## src/rtl/pc_pkg.sv

```systemverilog
// pc_pkg: datapath-wide address constants shared by the fetch-path blocks
package pc_pkg;
    localparam int ADDR_WIDTH = 32;
    localparam logic [ADDR_WIDTH-1:0] TEXT_BASE = 32'h00400000;
endpackage

```

## src/rtl/pc.sv

```systemverilog
// pc: program counter register loaded from the next-PC logic every rising edge
module pc
    import pc_pkg::*;
#(
    parameter int WIDTH = ADDR_WIDTH,
    parameter logic [WIDTH-1:0] RESET_VALUE = TEXT_BASE
) (
    input  logic             Clk,
    input  logic             Reset,
    input  logic [WIDTH-1:0] NextPC,
    output logic [WIDTH-1:0] PC
);
    logic [WIDTH-1:0] r_pc;
    always_ff @(posedge Clk) r_pc <= Reset ? RESET_VALUE : NextPC;
    assign PC = r_pc;
endmodule

```

## config.mk

```make
export PLATFORM = sky130hd
export DESIGN_NAME = pc
export DESIGN_NICKNAME = d
export VERILOG_FILES = /design/src/rtl/pc_pkg.sv /design/src/rtl/pc.sv
export SDC_FILE = /design/constraint.sdc
export NUM_CORES = 1
export LEC_CHECK = 0
export ABC_AREA = 1
export CAP_MARGIN = 20
export CORE_MARGIN = 8
export CORE_UTILIZATION = 36
export DETAILED_ROUTE_END_ITERATION = 8
export GPL_TIMING_DRIVEN = 0
export MAX_ROUTING_LAYER = met4
export PLACE_DENSITY_LB_ADDON = 0.2
export SLEW_MARGIN = 0
export SYNTH_ARGS = -nofsm -noshare
export SYNTH_HDL_FRONTEND = slang
export SYNTH_SLANG_ARGS = --single-unit
```

## constraint.sdc

```tcl
create_clock -name Clk -period 0.8 [get_ports Clk]
set_input_delay 0.12 -clock Clk [delete_from_list [all_inputs] [get_ports Clk]]
set_output_delay 0.12 -clock Clk [all_outputs]
set_load 0.01 [all_outputs]
```

==> run_results.csv, run 1 <==
group,metric,value,unit
worst_setup_path,slowest_delay,0.32,ns
routing,drtIter0Drc,10,
floorplanning,io_pins,66,
routing,drc,0,
timing,worst_slack,-0.0819,ns
logic_synthesis,synth_fp_nets,134,
logic_synthesis,async_flop_share,0,%
min_path,hp-class,"primary input to flop",
timing,relSlewSlack,84.8,%
worst_setup_path,start_kind,"flop",
logic_synthesis,seq_area_frac_synth,69.8,%
timing,fin_crit,0.882,ns
cts,post_cts_buffers,0,
placed_design,dp_slack,-0.278,ns
logic_synthesis,synth_top_cell_by_area,"dfxtp_1",
cts,cts_buffers,5,
run_status,violations,"setup timing",
layout,fin_nets,206,
floorplanning,core_area,0.00245,mm^2
placed_design,hpwl,2030,um
timing,slew_violations,0,
floorplanning,row_count,18,
global_route,grt_overflow,0,
floorplanning,die_w,66.5,um
placed_design,portBuffers,65,
logic_synthesis,synth_edf_count,0,
logic_synthesis,ys_warn_count,0,
logic_synthesis,ys_ff_latch,32,
timing,worst_pin_slew,0.228,ns
min_path,hp-start,"NextPC[20]",
pwr,p_leak,0.854,nW
global_route,grt_max_degree,11,
logic_synthesis,ys.flop_type,"dfxtp_1",
routing,wl_per_cell,12.2,um
layout,multiInputGateArea,120,um^2
worst_setup_path,end_kind,"primary output",
timing,max_freq,1130,MHz
timing,whs,0.299,ns
timing,fin_crit_sh,110,%
timing,rsz0062_at_grt,"yes",
global_route,grt_pass1_wl,3930,um
logic_synthesis,yosysUniqueCellTypes,5,
global_route,antenna_found_initial,0,
cts,cts_tree,"built",
layout,fill_cells,239,
floorplanning,die_h,66.5,um
logic_synthesis,synth_most_common_cell,"inv_1",
cts,hold_buffers,0,
routing,wl,2480,um
routing,vias,798,
logic_synthesis,avgSynthCellArea,9.18,um^2
pwr,cellPowerDensity,1930,mW/mm^2
logic_synthesis,syn-instance-count,100,
run_status,status,"finished, violations left",
cts,root_buffer,"clkbuf_4",
floorplanning,start_util,37.4,%
layout,largest_register_ffs,32,
worst_setup_path,cp.arrival,0.76,ns
global_route,grt_pass1_vias,858,
layout,num_antenna_cells,0,
timing,hold_viol,0,
cts,clk_path_buf_depth,2,
cts,htreeDepth,2,
logic_synthesis,syn_area,918,um^2
layout,seq_area,654,um^2
min_path,hold-path-cell-count,3,
timing,setup_viol,32,
cts,cts.clk_slew.worst_paths,0.09,ns
layout,finish.instance_area,0.00159,mm^2
global_route,grt_usage,12.6,%
worst_setup_path,path_buf_inv,1,
worst_setup_path,crit_chain,"buf_2",
worst_setup_path,critPathKind,"flop to primary output",
placed_design,place_area,0.00161,mm^2
logic_synthesis,synthTopCellsByArea,"dfxtp_1 (70%), inv_1 (13%), nor2_1 (13%)",
min_path,min_to,"PC[20]",
routing,vias_per_cell,3.93,
layout,final_util,64.7,%
layout,layout-drive-gt1-share,30.1,%
pwr,vdd_drop_max,1410,uV
routing,dr.pass1.iters,4,
worst_setup_path,cp_slowest_cell,"dfxtp_1",
worst_setup_path,worst-path-max-fanout,1,
worst_setup_path,crit_family,"flip-flops",
routing,ant_nets,0,
logic_synthesis,synth_top_area_share,69.8,%
cts,clock-sinks,32,
floorplanning,die-area,0.00442,mm^2
run,maxCapViolCount,0,
logic_synthesis,synth_commonest_cells,"inv_1 (33), dfxtp_1 (32), nor2_1 (31)",
placed_design,gp_congestion,0.720,
worst_setup_path,worst-endpoint-required,0.68,ns
layout,syn_to_final_growth,72.9,%
## through the flow
stage / TNS (ns) / power, mW / cells
global route: -3.96 / 3.22 / 203
floorplan: 0 / 1.87 / 100
finish: -2.35 / 3.06 / 203
global placement: -12.07 / 2.21 / 195
detailed placement: -12.81 / 2.23 / 195
CTS: -3.35 / 3.09 / 203
## cells by family after synthesis
group | count (synthesis) | share of synthesized area (%)
AND/OR/NAND/NOR | 32 | 13.1
flip-flops | 32 | 69.8
buffers and inverters | 36 | 17.2
## layout by cell type, fill, tap and decap left out
| cell | n |
|---|---|
| buf_2 | 21 |
| clkdlybuf4s50_1 | 33 |
| nor2_1 | 31 |
| clkbuf_1 | 2 |
| dfxtp_1 | 21 |
| nand2_1 | 1 |
| dfxtp_2 | 11 |
| clkbuf_8 | 1 |
| buf_6 | 14 |
| inv_1 | 33 |
| clkbuf_4 | 5 |
## area by class of cell
cell class	count	area share, %
Buffer	3	2.13
Inverter	33	7.80
Tap cell	30	2.36
Clock buffer	8	3.70
Sequential cell	32	41.2
Timing Repair Buffer	65	35.2
Multi-Input combinational cell	32	7.57
## power breakdown
group | leakage, nW | total, mW | switching (mW) | internal, mW
sequential | 0.270 | 1.71 | 0.0252 | 1.68
clock | 0.0326 | 0.914 | 0.481 | 0.433
combinational | 0.552 | 0.436 | 0.165 | 0.271
total | 0.854 | 3.06 | 0.671 | 2.39
## what timing repair did
action | in CTS | in global routing
pin swaps | 0 | 0
gates resized for setup | 136 | 15
setup endpoints to repair | 32 | 32
## metal layers
layer / up-vias / global-route usage (%) / share of wire, %
li1: 410 / - / -
met1: 347 / 10.2 / 36
met2: 37 / 21.8 / 53
met3: 4 / 6.88 / 9.4
met4: 0 / 8.00 / 1.6
met5: - / - / 0
## worst max-delay path by stage
stage                   to    from  cells after the start
floorplan            PC[0]   PC[0]                      0
global placement    PC[20]   Reset                      3
detailed placement   PC[6]   Reset                      3
CTS                 PC[27]  PC[27]                      1
global route        PC[24]  PC[24]                      1
finish              PC[12]  PC[12]                      1
No activity file was read; power rests on OpenSTA's default activity.
==> inputs of run 2 (changes only) <==
--- a/config.mk
+++ b/config.mk
@@ -7,8 +7,10 @@
 export LEC_CHECK = 0
 export ABC_AREA = 1
 export CAP_MARGIN = 20
+export CELL_PAD_IN_SITES_DETAIL_PLACEMENT = 1
+export CELL_PAD_IN_SITES_GLOBAL_PLACEMENT = 1
 export CORE_MARGIN = 8
-export CORE_UTILIZATION = 36
+export CORE_UTILIZATION = 24
 export DETAILED_ROUTE_END_ITERATION = 8
 export GPL_TIMING_DRIVEN = 0
 export MAX_ROUTING_LAYER = met4
==> run 2 against run 1 <==
Against the previous run: fmax increased by 6.2%; critical path type unchanged; sequential cell count unchanged; global-route usage decreased by 2.9 points; largest cell class unchanged; the run still ends with setup timing left; largest power group unchanged.
==> run_results.csv, run 2 (synthesized netlist as in run 1, its figures left out) <==
group,metric,value,unit
run_status,status,"finished, violations left",
run_status,violations,"setup timing",
routing,vias_per_cell,3.67,
worst_setup_path,cp.arrival,0.71,ns
placed_design,hpwl,2120,um
worst_setup_path,start_kind,"flop",
cts,root_buffer,"clkbuf_8",
layout,fin_nets,206,
pwr,vdd_drop_max,1010,uV
layout,layout-drive-gt1-share,31.8,%
worst_setup_path,worst-endpoint-required,0.68,ns
floorplanning,die_h,77.9,um
pwr,cellPowerDensity,1950,mW/mm^2
cts,htreeDepth,2,
floorplanning,core_area,0.00366,mm^2
timing,setup_viol,32,
layout,layout_commonest_cell,"inv_1",
worst_setup_path,end_kind,"primary output",
cts,cts.clk_slew.worst_paths,0.06,ns
min_path,hold-path-cell-count,2,
layout,fill_cells,447,
global_route,grt_usage,9.75,%
placed_design,portBuffers,65,
worst_setup_path,critPathKind,"flop to primary output",
pwr,p_leak,0.871,nW
worst_setup_path,crit_family,"flip-flops",
worst_setup_path,worst-path-max-fanout,1,
cts,cts_buffers,5,
cts,clk_path_buf_depth,2,
routing,vias,800,
run,maxCapViolCount,0,
global_route,antenna_found_initial,0,
global_route,grt_util_met3,5.88,%
global_route,grt_max_degree,11,
floorplanning,row_count,22,
timing,slew_violations,0,
timing,hold_viol,0,
layout,final_cell_mix,"inv_1 (33), clkdlybuf4s50_1 (32), nor2_1 (31)",
routing,wl,2680,um
routing,dr.pass1.iters,4,
routing,drc,0,
layout,num_antenna_cells,0,
floorplanning,io_pins,66,
floorplanning,start_util,25.1,%
min_path,hp-start,"Reset",
worst_setup_path,cp_slowest_cell,"dfxtp_2",
routing,drtIter0Drc,9,
worst_setup_path,slowest_delay,0.32,ns
floorplanning,die-area,0.00606,mm^2
cts,cts_tree,"built",
worst_setup_path,path_buf_inv,1,
layout,syn_to_final_growth,79.2,%
routing,ant_nets,0,
global_route,grtUsageMet2,15.5,%
timing,fin_crit_sh,104,%
global_route,grt_pass1_vias,900,
global_route,grt.busiest_layer,"met2",
timing,worst_slack,-0.0303,ns
placed_design,gp_congestion,0.645,
layout,largest_register_ffs,32,
worst_setup_path,crit_chain,"buf_6",
global_route,grt_pass1_wl,4350,um
global_route,use_met1,9.02,%
timing,relSlewSlack,83.3,%
cts,clock-sinks,32,
floorplanning,die_w,77.9,um
routing,wl_per_cell,12.3,um
global_route,grt_overflow,0,
timing,fin_crit,0.830,ns
timing,finalSetupTns,-0.629,ns
timing,max_freq,1200,MHz
timing,rsz0062_at_grt,"yes",
cts,hold_buffers,0,
pwr,power,3.21,mW
timing,worst_pin_slew,0.251,ns
min_path,min_to,"PC[29]",
min_path,hp-class,"primary input to flop",
-- run 2: cell types whose count changed in the layout (fill, tap and decap cells not counted), sizes merged --
cell           change
dlymetal6s2s       +1
clkbuf             -3
clkdlybuf4s50      -1
-- run 2: cell type report --
cell class | instances | area, um^2 | area share [%]
plain buffers | 3 | 33.8 | 2.05
repair buffers | 65 | 581 | 35.3
clock buffers | 5 | 68.8 | 4.18
inverters | 33 | 124 | 7.53
multi-input cells | 32 | 120 | 7.30
flip-flops and latches | 32 | 658 | 40.0
well taps | 48 | 60.1 | 3.65
-- run 2: layer usage --
layer | share of wire (%) | routed length [um] | vias up
met3 | 9.6 | 257 | 7
met2 | 51 | 1370 | 39
met4 | 1.9 | 51 | 0
met1 | 37 | 1000 | 350
met5 | 0 | 0 | -
li1 | - | - | 404
-- run 2: what timing repair did --
action / CTS / global route
gates resized for setup: 140 / 18
endpoints found under the setup margin: 32 / 59
buffers inserted: 0 / 0
-- run 2: power breakdown --
part | switching, mW | leakage, nW | total, mW | internal [mW]
registers | 0.0275 | 0.270 | 1.72 | 1.69
clock network | 0.495 | 0.0359 | 1.05 | 0.558
logic | 0.166 | 0.565 | 0.445 | 0.279
-- run 2: worst max-delay path by stage --
| stage | slack [ns] | cells after the start | from | endpoint |
|---|---|---|---|---|
| global placement | -0.27 | 3 | Reset | PC[26] |
| CTS | -0.05 | 1 | PC[1] | PC[1] |
| floorplan | 0.35 | 0 | PC[0] | PC[0] |
| detailed placement | -0.28 | 3 | Reset | PC[21] |
| finish | -0.03 | 1 | PC[2] | PC[2] |
| global route | -0.07 | 1 | PC[6] | PC[6] |
-- run 2: per-stage QoR --
step	setup WS (ns)	hold slack [ns]	utilization, %	cell area [um^2]	std cells
floorplan	0.349	0.191	-	918	100
global placement	-0.272	0.639	44.5	1630	213
detailed placement	-0.281	0.645	44.5	1630	213
CTS	-0.0499	0.340	43.2	1580	218
global route	-0.0708	0.200	44.9	1650	218
finish	-0.0303	0.172	44.9	1650	218
